File: src/rtl/button_conditioner.sv
// Two-button front end: 2-flop sync, tick-based debounce FSM per pin, press pulses, up-over-down priority.
// Optional long-hold pulse per button is compiled in when BUTTON_LONG_PRESS_EN is defined.
module button_conditioner #(
    parameter int DEBOUNCE_TICKS = 4,
    parameter int LONG_TICKS     = 200
) (
    input  logic       clk,
    input  logic       rst_n,
    input  logic       countdown_en,
    input  logic       btn_up_raw,
    input  logic       btn_down_raw,
    output logic       button_up,
    output logic       button_down,
    output logic       up_press,
    output logic       down_press,
    output logic [1:0] long_press
);

    localparam logic [1:0] ST_IDLE      = 2'd0;
    localparam logic [1:0] ST_ARM_PRESS = 2'd1;
    localparam logic [1:0] ST_PRESSED   = 2'd2;
    localparam logic [1:0] ST_ARM_REL   = 2'd3;

    localparam logic [3:0] C_DEB_LOAD = 4'(DEBOUNCE_TICKS - 1);

    if ((DEBOUNCE_TICKS < 1) || (DEBOUNCE_TICKS > 15) ||
        (LONG_TICKS < 1) || (LONG_TICKS > 255)) begin : g_bad_cfg
        $error("button_conditioner: parameter out of range");
    end

    logic [1:0] r_sync1;
    logic [1:0] r_sync2;
    logic [1:0] w_lvl;
    logic [1:0] w_lvl_nxt;
`ifdef BUTTON_LONG_PRESS_EN
    logic [1:0] w_long;
`endif

    // two-flop synchroniser on the raw pins, bit 0 = up, bit 1 = down
    always_ff @(posedge clk or negedge rst_n) begin
        if (!rst_n) begin
            r_sync1 <= 2'b00;
            r_sync2 <= 2'b00;
        end else begin
            r_sync1 <= {btn_down_raw, btn_up_raw};
            r_sync2 <= r_sync1;
        end
    end

    for (genvar gi = 0; gi < 2; gi++) begin : g_btn
        logic       w_s;
        logic [1:0] r_state;
        logic [1:0] w_state_nxt;
        logic [3:0] r_cnt;
        logic [3:0] w_cnt_nxt;
        logic       r_lvl;
        logic       w_lvl_b_nxt;

        assign w_s = r_sync2[gi];

        // debounce FSM next-state; a synchronised input change beats a same-cycle tick
        always_comb begin
            w_state_nxt = r_state;
            w_cnt_nxt   = r_cnt;
            w_lvl_b_nxt = r_lvl;
            case (r_state)
                ST_IDLE: begin
                    w_lvl_b_nxt = 1'b0;
                    if (w_s) begin
                        w_cnt_nxt   = C_DEB_LOAD;
                        w_state_nxt = ST_ARM_PRESS;
                    end else begin
                        w_state_nxt = ST_IDLE;
                    end
                end
                ST_ARM_PRESS: begin
                    w_lvl_b_nxt = 1'b0;
                    if (!w_s) begin
                        w_state_nxt = ST_IDLE;
                    end else if (countdown_en && (r_cnt == 4'd0)) begin
                        w_state_nxt = ST_PRESSED;
                        w_lvl_b_nxt = 1'b1;
                    end else if (countdown_en) begin
                        w_cnt_nxt = r_cnt - 4'd1;
                    end else begin
                        w_state_nxt = ST_ARM_PRESS;
                    end
                end
                ST_PRESSED: begin
                    w_lvl_b_nxt = 1'b1;
                    if (!w_s) begin
                        w_cnt_nxt   = C_DEB_LOAD;
                        w_state_nxt = ST_ARM_REL;
                    end else begin
                        w_state_nxt = ST_PRESSED;
                    end
                end
                ST_ARM_REL: begin
                    w_lvl_b_nxt = 1'b1;
                    if (w_s) begin
                        w_state_nxt = ST_PRESSED;
                    end else if (countdown_en && (r_cnt == 4'd0)) begin
                        w_state_nxt = ST_IDLE;
                        w_lvl_b_nxt = 1'b0;
                    end else if (countdown_en) begin
                        w_cnt_nxt = r_cnt - 4'd1;
                    end else begin
                        w_state_nxt = ST_ARM_REL;
                    end
                end
                default: begin
                    w_state_nxt = ST_IDLE;
                    w_cnt_nxt   = 4'd0;
                    w_lvl_b_nxt = 1'b0;
                end
            endcase
        end

        // debounce FSM state, countdown and registered level
        always_ff @(posedge clk or negedge rst_n) begin
            if (!rst_n) begin
                r_state <= ST_IDLE;
                r_cnt   <= 4'd0;
                r_lvl   <= 1'b0;
            end else begin
                r_state <= w_state_nxt;
                r_cnt   <= w_cnt_nxt;
                r_lvl   <= w_lvl_b_nxt;
            end
        end

        assign w_lvl[gi]     = r_lvl;
        assign w_lvl_nxt[gi] = w_lvl_b_nxt;

`ifdef BUTTON_LONG_PRESS_EN
        localparam logic [7:0] C_LONG    = 8'(LONG_TICKS);
        localparam logic [7:0] C_LONG_M1 = 8'(LONG_TICKS - 1);

        logic       w_held;
        logic [7:0] r_hold;
        logic       r_long;

        assign w_held = (r_state == ST_PRESSED) || (r_state == ST_ARM_REL);

        // hold counter saturates at LONG_TICKS so the pulse fires once per press
        always_ff @(posedge clk or negedge rst_n) begin
            if (!rst_n) begin
                r_hold <= 8'd0;
                r_long <= 1'b0;
            end else if (!w_held) begin
                r_hold <= 8'd0;
                r_long <= 1'b0;
            end else if (countdown_en && (r_hold != C_LONG)) begin
                r_hold <= r_hold + 8'd1;
                r_long <= (r_hold == C_LONG_M1);
            end else begin
                r_hold <= r_hold;
                r_long <= 1'b0;
            end
        end

        assign w_long[gi] = r_long;
`endif
    end

    logic r_button_down;
    logic r_up_d;
    logic r_down_d;
    logic r_up_press;
    logic r_down_press;

    // masked down level and registered rising-edge pulses on both visible levels
    always_ff @(posedge clk or negedge rst_n) begin
        if (!rst_n) begin
            r_button_down <= 1'b0;
            r_up_d        <= 1'b0;
            r_down_d      <= 1'b0;
            r_up_press    <= 1'b0;
            r_down_press  <= 1'b0;
        end else begin
            r_button_down <= w_lvl_nxt[1] & ~w_lvl_nxt[0];
            r_up_d        <= w_lvl[0];
            r_down_d      <= r_button_down;
            r_up_press    <= w_lvl[0] & ~r_up_d;
            r_down_press  <= r_button_down & ~r_down_d;
        end
    end

    assign button_up   = w_lvl[0];
    assign button_down = r_button_down;
    assign up_press    = r_up_press;
    assign down_press  = r_down_press;
`ifdef BUTTON_LONG_PRESS_EN
    assign long_press  = w_long;
`else
    assign long_press  = 2'b00;
`endif

endmodule

File: config.mk
export PLATFORM = sky130hd
export DESIGN_NAME = button_conditioner
export DESIGN_NICKNAME = d
export VERILOG_FILES = /design/src/rtl/button_conditioner.sv
export SDC_FILE = /design/constraint.sdc
export NUM_CORES = 1
export LEC_CHECK = 0
export CAP_MARGIN = 30
export CORE_UTILIZATION = 48
export DETAILED_ROUTE_END_ITERATION = 10
export PLACE_DENSITY = 0.68
export SLEW_MARGIN = 30
export SYNTH_ARGS = -nofsm -noshare
export SYNTH_HDL_FRONTEND = slang
export SYNTH_SLANG_ARGS = --single-unit
File: constraint.sdc
create_clock -name clk -period 1.3 [get_ports clk]
set_input_delay 0.26 -clock clk [delete_from_list [all_inputs] [get_ports clk]]
set_output_delay 0.26 -clock clk [all_outputs]
set_load 0.02 [all_outputs]
==> reports/qor.yml <==
global_routing:
  antenna_found_initial: 0
  grt_pass1_vias: 720
  grt_overflow: 0
  grt_util_all_layers_pct: 19.7
  grt_pass1_wl_um: 3100
  grt_max_degree: 23
sta:
  finalCritPeriodShare_pct: 109
  max_clock_freq_mhz: 708
  timing.setup.tns_ns: -0.785
  finalCriticalPeriod_ns: 1.41
  final-hold-violation-count: 0
  slew_viol_final: 0
  rsz0062_at_grt: "yes"
  final.setup_skew_ns: 0.00219
  layout_setup_ws_ns: -0.112
  setup_viol: 9
worst_setup_path:
  start_kind: "register"
  crit_type: "reg -> reg"
  reg2regPathDepth: 5
  r2r-end: "g_btn[0].r_cnt[1]"
  cp_top_family: "flip-flops"
  cp.depth: 5
  cpPeakStageDelay_ns: 0.45
  crit_required_ns: 1.50
  crit_fanout: 4
  path_buf_inv: 1
  startpoint: "g_btn[0].r_cnt[0]"
  crit_end: "g_btn[0].r_cnt[1]"
  r2r-start: "g_btn[0].r_cnt[0]"
  arrival_ns: 1.62
  r2r_slack_ns: -0.11
  end_kind: "register"
  cp_slowest_cell: "dfrtp_1"
  path_cells: "inv_2 -> ha_4 -> nor3b_4 -> nor4b_2 -> a311oi_1"
floorplan:
  floorplan.initialDensity_pct: 51.5
  dieHeight_um: 48.1
  pin_count: 11
  rows: 16
  core_um2: 1980
  dieWidth_um: 48.1
  die_area_um2: 2320
routing:
  drt_drc_violations_left: 0
  routedWlPerCell_um: 14.0
  drt_pass1_iterations: 4
  ant_nets: 0
  wirelength_um: 2090
  drt_iter0_drc: 11
  num_vias: 806
  vias_per_cell: 5.41
final_layout:
  layout-drive-gt1-share_pct: 45.9
  n_fill_cell: 136
  final-seq-area_um2: 551
  multi_input_area_um2: 592
  area_delta_synth_final_pct: 44.4
  n_antenna_cell: 0
  fin_nets: 132
synth:
  yosysWarnings: 0
  synth_fa_ha_area_share_pct: 4.90
  synth-edff-count: 0
  synth_top_family_by_area: "simple AND/OR/NAND/NOR gates"
  ys.flop_type: "dfrtp_1"
  async_reset_ff_share_pct: 100
  yosysMostFrequentCell: "dfrtp_1"
  syn_area_um2: 1020
  synth_compound_area_share_pct: 10.7
  synth_xor_area_share_pct: 2.57
  synth-simple-area-share_pct: 23.4
  synth-seq-cells: 22
  synth_mux_area_share_pct: 0
  synth_cells: 92
  synth.area.top_cells: "dfrtp_1, ha_1, nand3_1, nor2b_1, nand2_1"
  netlist_top_cells_count: "dfrtp_1, nand2_1, nand3_1"
  synth_top_area_cell: "dfrtp_1"
  avgSynthCellArea_um2: 11.1
  synth_top_area_share_pct: 53.9
  synth_cell_types: 31
  seq_area_frac_synth_pct: 53.9
worst_hold_path:
  hold_class: "in -> async"
power:
  switching_power_w: 0.00109
  comb_power_share_pct: 46.9
  power_density_nw_per_um2: 2080
  p_total_w: 0.00306
  swShare_pct: 35.7
  clockPowerShare_pct: 16.7
  seqPwrFrac_pct: 36.4
  intPower_w: 0.00197
  p_leak_nw: 0.661
  peakVddDrop_mv: 1.34
place:
  gp_congestion: 0.849
  portBuffers: 8
  place_hpwl_um: 1400
flow_run:
  drv_cap: 0
clock_network:
  clk_pin_slew_ns: 0.12
  cts_root_buf: "clkbuf_4"
  cts_made_buffers: 3
  clock_path_buffers: 2
  clk_latency_ns: 0.30
  cts_tree: "yes"
  h-tree-depth: 1
  clkSinkCount: 22
run_status:
  status: "complete, but fails checks"
  violations: "setup timing"
==> cell type report <==
type	instances	share of cell area, %
clock buffers	3	1.53
multi-input cells	62	40.2
well taps	27	2.29
clock inverters	1	2.04
inverters	6	1.53
flip-flops and latches	22	37.4
repair buffers	28	15.1
==> worst min path at each step <==
stage	end	start	slack, ns	cells after the start
floorplan	button_down	rst_n	-0.04	0
global placement	r_sync2[1]	r_sync1[1]	0.34	0
detailed placement	r_sync2[1]	r_sync1[1]	0.34	0
CTS	down_press	rst_n	0.28	2
global route	down_press	rst_n	0.32	2
finish	r_down_d	rst_n	0.28	2
==> power groups by stage <==
stage / Sequential, W / Combinational, W / Clock (W)
3_5_place_dp: 0.00110 / 0.00117 / 0
4_1_cts: 0.00111 / 0.00128 / 0.000527
2_1_floorplan: 0.00117 / 0.000605 / 0
6_report: 0.00111 / 0.00144 / 0.000511
3_3_place_gp: 0.00110 / 0.00113 / 0
5_1_grt: 0.00114 / 0.00158 / 0.000557
==> per-stage QoR <==
step	hold WS, ns	std cells	worst slack [ns]	instance area [um2]	utilization (%)
3_5_place_dp	0.336	138	-0.458	1260	63.5
4_1_cts	0.284	146	-0.133	1410	70.9
2_1_floorplan	-0.0356	93	-0.0160	1070	-
6_report	0.285	149	-0.112	1470	74.4
3_3_place_gp	0.336	138	-0.433	1260	63.5
5_1_grt	0.323	149	-0.171	1470	74.4
==> registers in the layout, indices dropped and copies added (netlist names) <==
register / flops
g_btn.r_cnt: 8
r_up_d: 1
r_down_d: 1
r_sync1: 2
button_down: 1
up_press: 1
down_press: 1
r_sync2: 2
button_up: 1
g_btn.r_state: 4
==> timing repair <==
action	4_1_cts	5_1_grt
pin swaps	8	3
endpoints found under the setup margin	15	16
resized for setup	19	16
buffers inserted	4	3
hold buffers	0	0
==> layout by cell type, fill, tap and decap left out, types with 2 or more instances in the layout <==
master,n
dfrtp_1,22
buf_4,19
nand2_1,8
nand3_1,5
inv_2,4
nor2b_1,4
nand2b_1,3
ha_4,3
clkbuf_4,3
clkdlybuf4s50_1,3
a21o_2,2
or4b_4,2
xnor2_2,2
inv_1,2
a21oi_2,2
nor3b_4,2
or4_1,2
nor2_1,2
nor4b_2,2
conb_1,2
clkdlybuf4s15_1,2
clkbuf_2,2
==> routing by layer <==
metal / wire length, um / share of wire (%) / global-route usage [%]
met5: 0 / 0 / 0
met4: 14 / 0.67 / 8.33
met3: 48 / 2.3 / 3.70
met2: 1070 / 51 / 33.5
met1: 960 / 46 / 24.6
==> cell families after synthesis <==
kind of cell	Yosys count
XOR/XNOR	3
buffers and inverters	9
AO/OA/AOI/OAI	14
adder cells (fa/ha/maj)	4
other	1
AND/OR/NAND/NOR	39
flip-flops	22
Note: power is estimated with default switching activity, not from simulation.
